`src/rtl/beat_sequencer.sv`:
```
// Tempo/beat-position controller: single-clock phase accumulator producing the
// song ROM beat index, with play/pause/stop transport and loop/one-shot playback.
module beat_sequencer #(
    parameter int unsigned CLK_FREQ = 100_000_000,
    parameter int unsigned BEAT_LEN = 128,
    parameter int unsigned IDX_W    = 8
) (
    input  logic             clk,
    input  logic             reset,
    input  logic             play,
    input  logic             pause,
    input  logic             stop,
    input  logic             loop_en,
    input  logic [27:0]      beat_freq,
    output logic [IDX_W-1:0] ibeat,
    output logic             beat_tick,
    output logic             playing,
    output logic             done,
    output logic             mute
);

    typedef enum logic [1:0] {
        IDLE  = 2'd0,
        PLAY  = 2'd1,
        PAUSE = 2'd2,
        DONE  = 2'd3
    } state_t;

    localparam logic [27:0]      CLK_F     = 28'(CLK_FREQ);
    localparam logic [IDX_W-1:0] LAST_BEAT = IDX_W'(BEAT_LEN - 1);

    state_t           state_q, state_d;
    logic [27:0]      acc_q, acc_d;
    logic [IDX_W-1:0] ibeat_q, ibeat_d;
    logic             beat_tick_q, beat_tick_d;
    logic             playing_q, playing_d;
    logic             done_q, done_d;
    logic             mute_q, mute_d;

    logic [27:0]      f_sat;
    logic [27:0]      sum;

    always_comb begin
        state_d     = state_q;
        acc_d       = acc_q;
        ibeat_d     = ibeat_q;
        beat_tick_d = 1'b0;

        // Saturating the tempo keeps acc+f below 2*CLK_FREQ, so 28 bits never overflow.
        f_sat = (beat_freq > CLK_F) ? CLK_F : beat_freq;
        sum   = acc_q + f_sat;

        if (stop) begin
            state_d = IDLE;
            acc_d   = '0;
            ibeat_d = '0;
        end else if (pause) begin
            if (state_q == PLAY) begin
                state_d = PAUSE;
            end
        end else if (play) begin
            case (state_q)
                IDLE, DONE: begin
                    state_d = PLAY;
                    acc_d   = '0;
                    ibeat_d = '0;
                end
                PAUSE:   state_d = PLAY;
                default: state_d = state_q;
            endcase
        end else if (state_q == PLAY) begin
            if (sum >= CLK_F) begin
                acc_d = sum - CLK_F;
                if (ibeat_q != LAST_BEAT) begin
                    ibeat_d     = ibeat_q + 1'b1;
                    beat_tick_d = 1'b1;
                end else if (loop_en) begin
                    ibeat_d     = '0;
                    beat_tick_d = 1'b1;
                end else begin
                    // One-shot end: park on the last beat with a clean phase.
                    state_d = DONE;
                    acc_d   = '0;
                end
            end else begin
                acc_d = sum;
            end
        end

        playing_d = (state_d == PLAY);
        done_d    = (state_d == DONE);
        mute_d    = (state_d != PLAY);
    end

    always_ff @(posedge clk) begin
        if (!reset) begin
            state_q     <= IDLE;
            acc_q       <= '0;
            ibeat_q     <= '0;
            beat_tick_q <= 1'b0;
            playing_q   <= 1'b0;
            done_q      <= 1'b0;
            mute_q      <= 1'b1;
        end else begin
            state_q     <= state_d;
            acc_q       <= acc_d;
            ibeat_q     <= ibeat_d;
            beat_tick_q <= beat_tick_d;
            playing_q   <= playing_d;
            done_q      <= done_d;
            mute_q      <= mute_d;
        end
    end

    assign ibeat     = ibeat_q;
    assign beat_tick = beat_tick_q;
    assign playing   = playing_q;
    assign done      = done_q;
    assign mute      = mute_q;

endmodule

```
`config.mk`:
```
export PLATFORM = sky130hd
export DESIGN_NAME = beat_sequencer
export DESIGN_NICKNAME = d
export VERILOG_FILES = /design/src/rtl/beat_sequencer.sv
export SDC_FILE = /design/constraint.sdc
export NUM_CORES = 1
export LEC_CHECK = 0
export ABC_AREA = 1
export CORE_MARGIN = 4
export CORE_UTILIZATION = 45
export CTS_CLUSTER_SIZE = 28
export DETAILED_ROUTE_END_ITERATION = 12
export DONT_BUFFER_PORTS = 1
export GPL_TIMING_DRIVEN = 0
export SLEW_MARGIN = 40
export SYNTH_ARGS = -nofsm -noshare
export SYNTH_HDL_FRONTEND = slang
export SYNTH_SLANG_ARGS = --single-unit
export TNS_END_PERCENT = 20
```
`constraint.sdc`:
```
create_clock -name clk -period 10.24 [get_ports clk]
set_input_delay 3.072 -clock clk [delete_from_list [all_inputs] [get_ports clk]]
set_output_delay 3.072 -clock clk [all_outputs]
set_load 0.05 [all_outputs]
```
Word-level counts from Yosys, hierarchy flattened:

Cells that the tools add are included.

* input bits: 34
* output and inout port bits: 12
* logic and storage cells: 58
* register bits: 42

* muxes and demuxes: 24
* eq/ne operators: 8
* bitwise logic cells: 4
* $lt $le $gt $ge: 2
* add/subtract/negate cells: 3
* reductions and logical operators: 10

Operators by type and width (number)
* $mux 28: 7
* $mux 8: 6
* $add 28x28->28: 1
* $ge 28x27->1 const B: 1
* $gt 28x27->1 const B: 1
* $sub 28x27->28 const B: 1
* $mux 2: 9
* $add 8x1->8 const B: 1
* $ne 8x7->1 const B: 1
* $eq 2x2->1 const B: 3
* $reduce_or 6->1: 1
* $reduce_and 5->1: 1
* $eq 2x1->1 const B: 2
* $ne 2x1->1 const B: 2
* $not 1->1: 4
* $reduce_bool 2->1: 2
* $reduce_or 2->1: 2
* $reduce_and 3->1: 1
* $reduce_bool 3->1: 1
* $reduce_or 3->1: 1
* $logic_not 2->1: 1
* $mux 1: 2

Longest topological paths before layout:

* word-level depth: 10
* gate-level depth with buffers: 36
* gate-level depth less buffers: 35

Worst setup path after synthesis:

Ideal clock, no wire load.

* kind: input to register
* from: input beat_freq[25]
* to: register acc_q[20]
* data arrival time: 6.984 ns
* setup time: 0.118 ns
* stages: 34
* path slack: 3.138 ns
* cell sequence: nor4_1 nor4b_1 nand4_1 nand2_1 inv_1 clkbuf_1 nor2_1 ha_1 inv_1 fa_1 inv_1 nand3_1 nand2_1 nand2_1 nand2_1 xnor2_1 inv_1 ha_1 nand3b_1 nor2_1 nand3_1 nor2_1 nand3_1 nor2_1 nand3_1 nor2_1 nor2_2 nand2_4 nand3_4 nand2_4 inv_4 buf_6 nand2_1 a21oi_2

* longest elaborated chain between the ends: 9
* elaborated cells on any way between the ends: 10
* classes of those cells: add/sub: 2; order compare: 2; mux: 6

RTL lines
* from (decl): RTL line 14 `input logic [27:0] beat_freq,`
* $gt 28x27->1: RTL line 50 `f_sat = (beat_freq > CLK_F) ? CLK_F : beat_freq;`
* $mux 28 (*): RTL line 50
* $add 28x28->28 (*): RTL line 51 `sum = acc_q + f_sat;`
* $sub 28x27->28: RTL line 73 `acc_d = sum - CLK_F;`
* $mux 28: RTL line 77 `end else if (loop_en) begin`
* $mux 28: RTL line 74 `if (ibeat_q != LAST_BEAT) begin`
* $mux 28 (*): RTL line 72 `if (sum >= CLK_F) begin`
* $mux 28 (*): RTL line 71 `end else if (state_q == PLAY) begin`
* $mux 28 (*): RTL line 61 `end else if (play) begin`
* to (signal assigned): RTL line 98 `acc_q <= '0;`
* to (signal assigned): RTL line 106 `acc_q <= acc_d;`
* to (decl): RTL line 33 `logic [27:0] acc_q, acc_d;`

Mark *: on every way between the ends. The rest lies on a longest branch, timed or not. The select of a mux whose other input is x is not followed.
A chain may end at the register's enable or synchronous reset.

Worst setup path in the final report:

* from: input beat_freq[22]
* to: register acc_q[9]

The elaborated chain is that of the path after synthesis.

==> impl_metrics.yaml <==
detailed_routing:
  vias: 5851
  viasPerCell: 5.44
  wirelength_mm: 16.7
  drtIter0Drc: 489
  drc: 0
  wl_per_cell_um: 15.5
  drtAntennaViolNets: 0
  drt-pass1-iter-count: 5
global_routing:
  globalRouteMet2Util_pct: 42.6
  met1_usage_pct: 34.6
  gr-total-overflow: 0
  busiest_layer: "met2"
  grt_usage_pct: 25.9
  grt_pass1_vias: 5655
  antenna_found_initial: 0
  grt_max_degree: 13
  grt_pass1_wl_mm: 27.4
  met3_usage_pct: 4.44
pwr:
  power_mw: 0.516
  p_int_mw: 0.318
  leakage_nw: 2.78
  pwr-share-clk_pct: 32.1
  pwr-share-comb_pct: 35.3
  power_frac_seq_pct: 32.6
  power_density_nw_per_um2: 93.5
  ir_drop_uv: 61.7
  p_sw_mw: 0.198
  p_sw_share_pct: 38.4
clock_tree:
  cts_tree: "yes"
  ctsResizeCount: 0
  cts_buffer_depth: 2
  cts_setup_buffers: 0
  cts-root-buf: "clkbuf_16"
  clock_latency_ps: 290
  clock-sinks: 42
  hold_buffers: 0
  cts.htree.levels: 2
  clk_pin_slew_worst_paths_ps: 60
  numCtsBuffers: 5
worst_setup_path:
  slowest_delay_ps: 660
  reg2reg_to: "acc_q[9]"
  reg2reg_from: "acc_q[0]"
  startpoint_type: "primary input"
  cp_data_required_time_ps: 10400
  cp_max_fo: 10
  crit_end: "acc_q[9]"
  rrSetupSlack_ps: 6100
  crit_slowest_cell: "nor4_1"
  critPathLaunch: "beat_freq[22]"
  arrival_ps: 9190
  path_class: "primary input to flip-flop"
  worstSetupEndpointType: "flip-flop"
  r2r_cells: 27
final_layout:
  diodes: 0
  multi_input_area_um2: 3760
  seq_area_um2: 841
  fin_nets: 1003
  mostFrequentLayoutCells: "nand2_1, inv_1, nor2_1"
  fillerInstances: 1217
  mostFrequentLayoutCell: "nand2_1"
  final_cell_count_no_fill: 1075
  area_growth_pct: 6.34
  drive_above_1_share_pct: 8.45
synth:
  synth_cell_types: 45
  synth_flop_cell: "dfxtp_1"
  synth_mux_area_share_pct: 0
  yosys_register_bits: 42
  synth_fa_ha_area_share_pct: 8.58
  syn_avg_cell_area_um2: 5.60
  synth-seq-area-share_pct: 16.2
  yosysWarnings: 0
  synth_area_um2: 5190
  synth_fp_nets: 996
  async_flop_share_pct: 0
  synth_xor_area_share_pct: 1.69
  synth_top_family_by_area: "simple AND/OR/NAND/NOR gates"
  synth_compound_area_share_pct: 10.6
  yosys.area_share.simple_pct: 51.5
  synth_edf_count: 0
  synthCells: 927
sta:
  final_max_slew_viol_count: 0
  tightest_slew_ps: 793
  setup_ws_ps: 1220
  tns_ps: 0
  fin_skew_ps: 5.16
  hold_viol: 0
  min_period_over_period_pct: 88.1
  grt_setup_unrepaired: "no"
  fmax_ghz: 0.111
  slew_headroom_pct: 46.6
  finalSetupViolations: 0
  fin_crit_ps: 9020
floorplanning:
  core_um2: 11100
  io_pins: 46
  rows: 38
  start_util_pct: 46.9
  die_w_um: 115
  fp.dieH_um: 115
  dieArea_um2: 13300
worst_hold_path:
  worstHoldStart: "acc_q[17]"
  hp-class: "flip-flop to flip-flop"
placement:
  pre_cts_ws_ps: 1010
  place.gp.congestion: 0.912
  io_buffer_count: 0
  dp_hpwl_mm: 13.7
  place_inst: 1067
run:
  cap_violations: 0
run_status:
  outcome: "complete, no violations"
## metal layers
metal	share of wire (%)	routed length (um)
met1	46	7690
met2	44	7340
met3	6.9	1150
met4	2.9	484
met5	0	0
## through the flow
stage	hold WS [ps]	utilization, %	area, um^2
3_3_place_gp	460	48.5	5370
2_1_floorplan	450	-	5190
4_1_cts	473	49.8	5520
5_1_grt	493	49.8	5520
3_5_place_dp	463	48.5	5370
6_report	473	49.8	5520
## synth_stat cells (2+ instances only)
cell type / number / share of area [%]
nand2_1: 320 / 23
inv_1: 122 / 8.8
nor2_1: 91 / 6.6
nand3_1: 84 / 8.1
a21oi_1: 56 / 5.4
dfxtp_1: 42 / 16
ha_1: 34 / 8.2
nand4_1: 27 / 3.3
nand2_2: 12 / 1.4
o21ai_0: 12 / 1.2
clkbuf_1: 11 / 0.80
nand3_2: 10 / 1.9
or2_2: 10 / 1.2
inv_2: 9 / 0.65
a21oi_2: 8 / 1.3
nor3_1: 8 / 0.77
o211ai_1: 7 / 1.0
nor2_2: 6 / 0.72
xnor2_1: 6 / 1.0
nor4_1: 5 / 0.60
nand2_4: 4 / 0.87
nand3b_1: 4 / 0.58
o21ai_1: 4 / 0.39
xor2_1: 4 / 0.67
buf_6: 3 / 0.65
o21bai_1: 3 / 0.43
and2_1: 2 / 0.24
buf_1: 2 / 0.14
nor2_4: 2 / 0.43
nor3_2: 2 / 0.39
nor3b_1: 2 / 0.29
o21a_1: 2 / 0.29
## power groups by stage
stage	Sequential [mW]	Combinational (mW)	Clock (mW)
floorplan	0.172	0.138	0
global placement	0.172	0.174	0
detailed placement	0.172	0.178	0
CTS	0.168	0.179	0.169
global route	0.169	0.203	0.178
finish	0.168	0.182	0.166
## final cells by class
class	count	share of cell area [%]
Clock inverter	1	0.0906
Sequential cell	42	15.2
Multi-Input combinational cell	735	68.2
Clock buffer	7	2.58
Tap cell	140	3.17
Inverter	132	9.02
Buffer	18	1.72
## worst min-delay path by stage
stage                 to  slack [ps]  cells past startpoint
4_1_cts        acc_q[17]         470                      2
3_5_place_dp   acc_q[17]         460                      2
5_1_grt        acc_q[17]         490                      2
6_report       acc_q[17]         470                      2
3_3_place_gp    acc_q[0]         460                      2
2_1_floorplan   acc_q[0]         450                      2
## cell families after synthesis
kind of cell	count (synthesis)
simple gates	594
buf+inv	150
compound gates	96
flops	42
fa+ha+maj	35
xor+xnor	10
## flip-flops by register name, summed over array words and instances (netlist names)
signal / cells
ibeat: 8
done: 1
beat_tick: 1
playing: 1
mute: 1
acc_q: 28
state_q: 2
## worst max-delay path: cells and delay by family
kind	cells	cell delay (ps)
xor gates and xnor gates	1	170
adders and majority gates	3	870
buffers and inverters	7	1100
AOI/OAI and AO/OA	1	50
and+or+nand+nor	23	3910
Power figures use the tool's default switching activity.
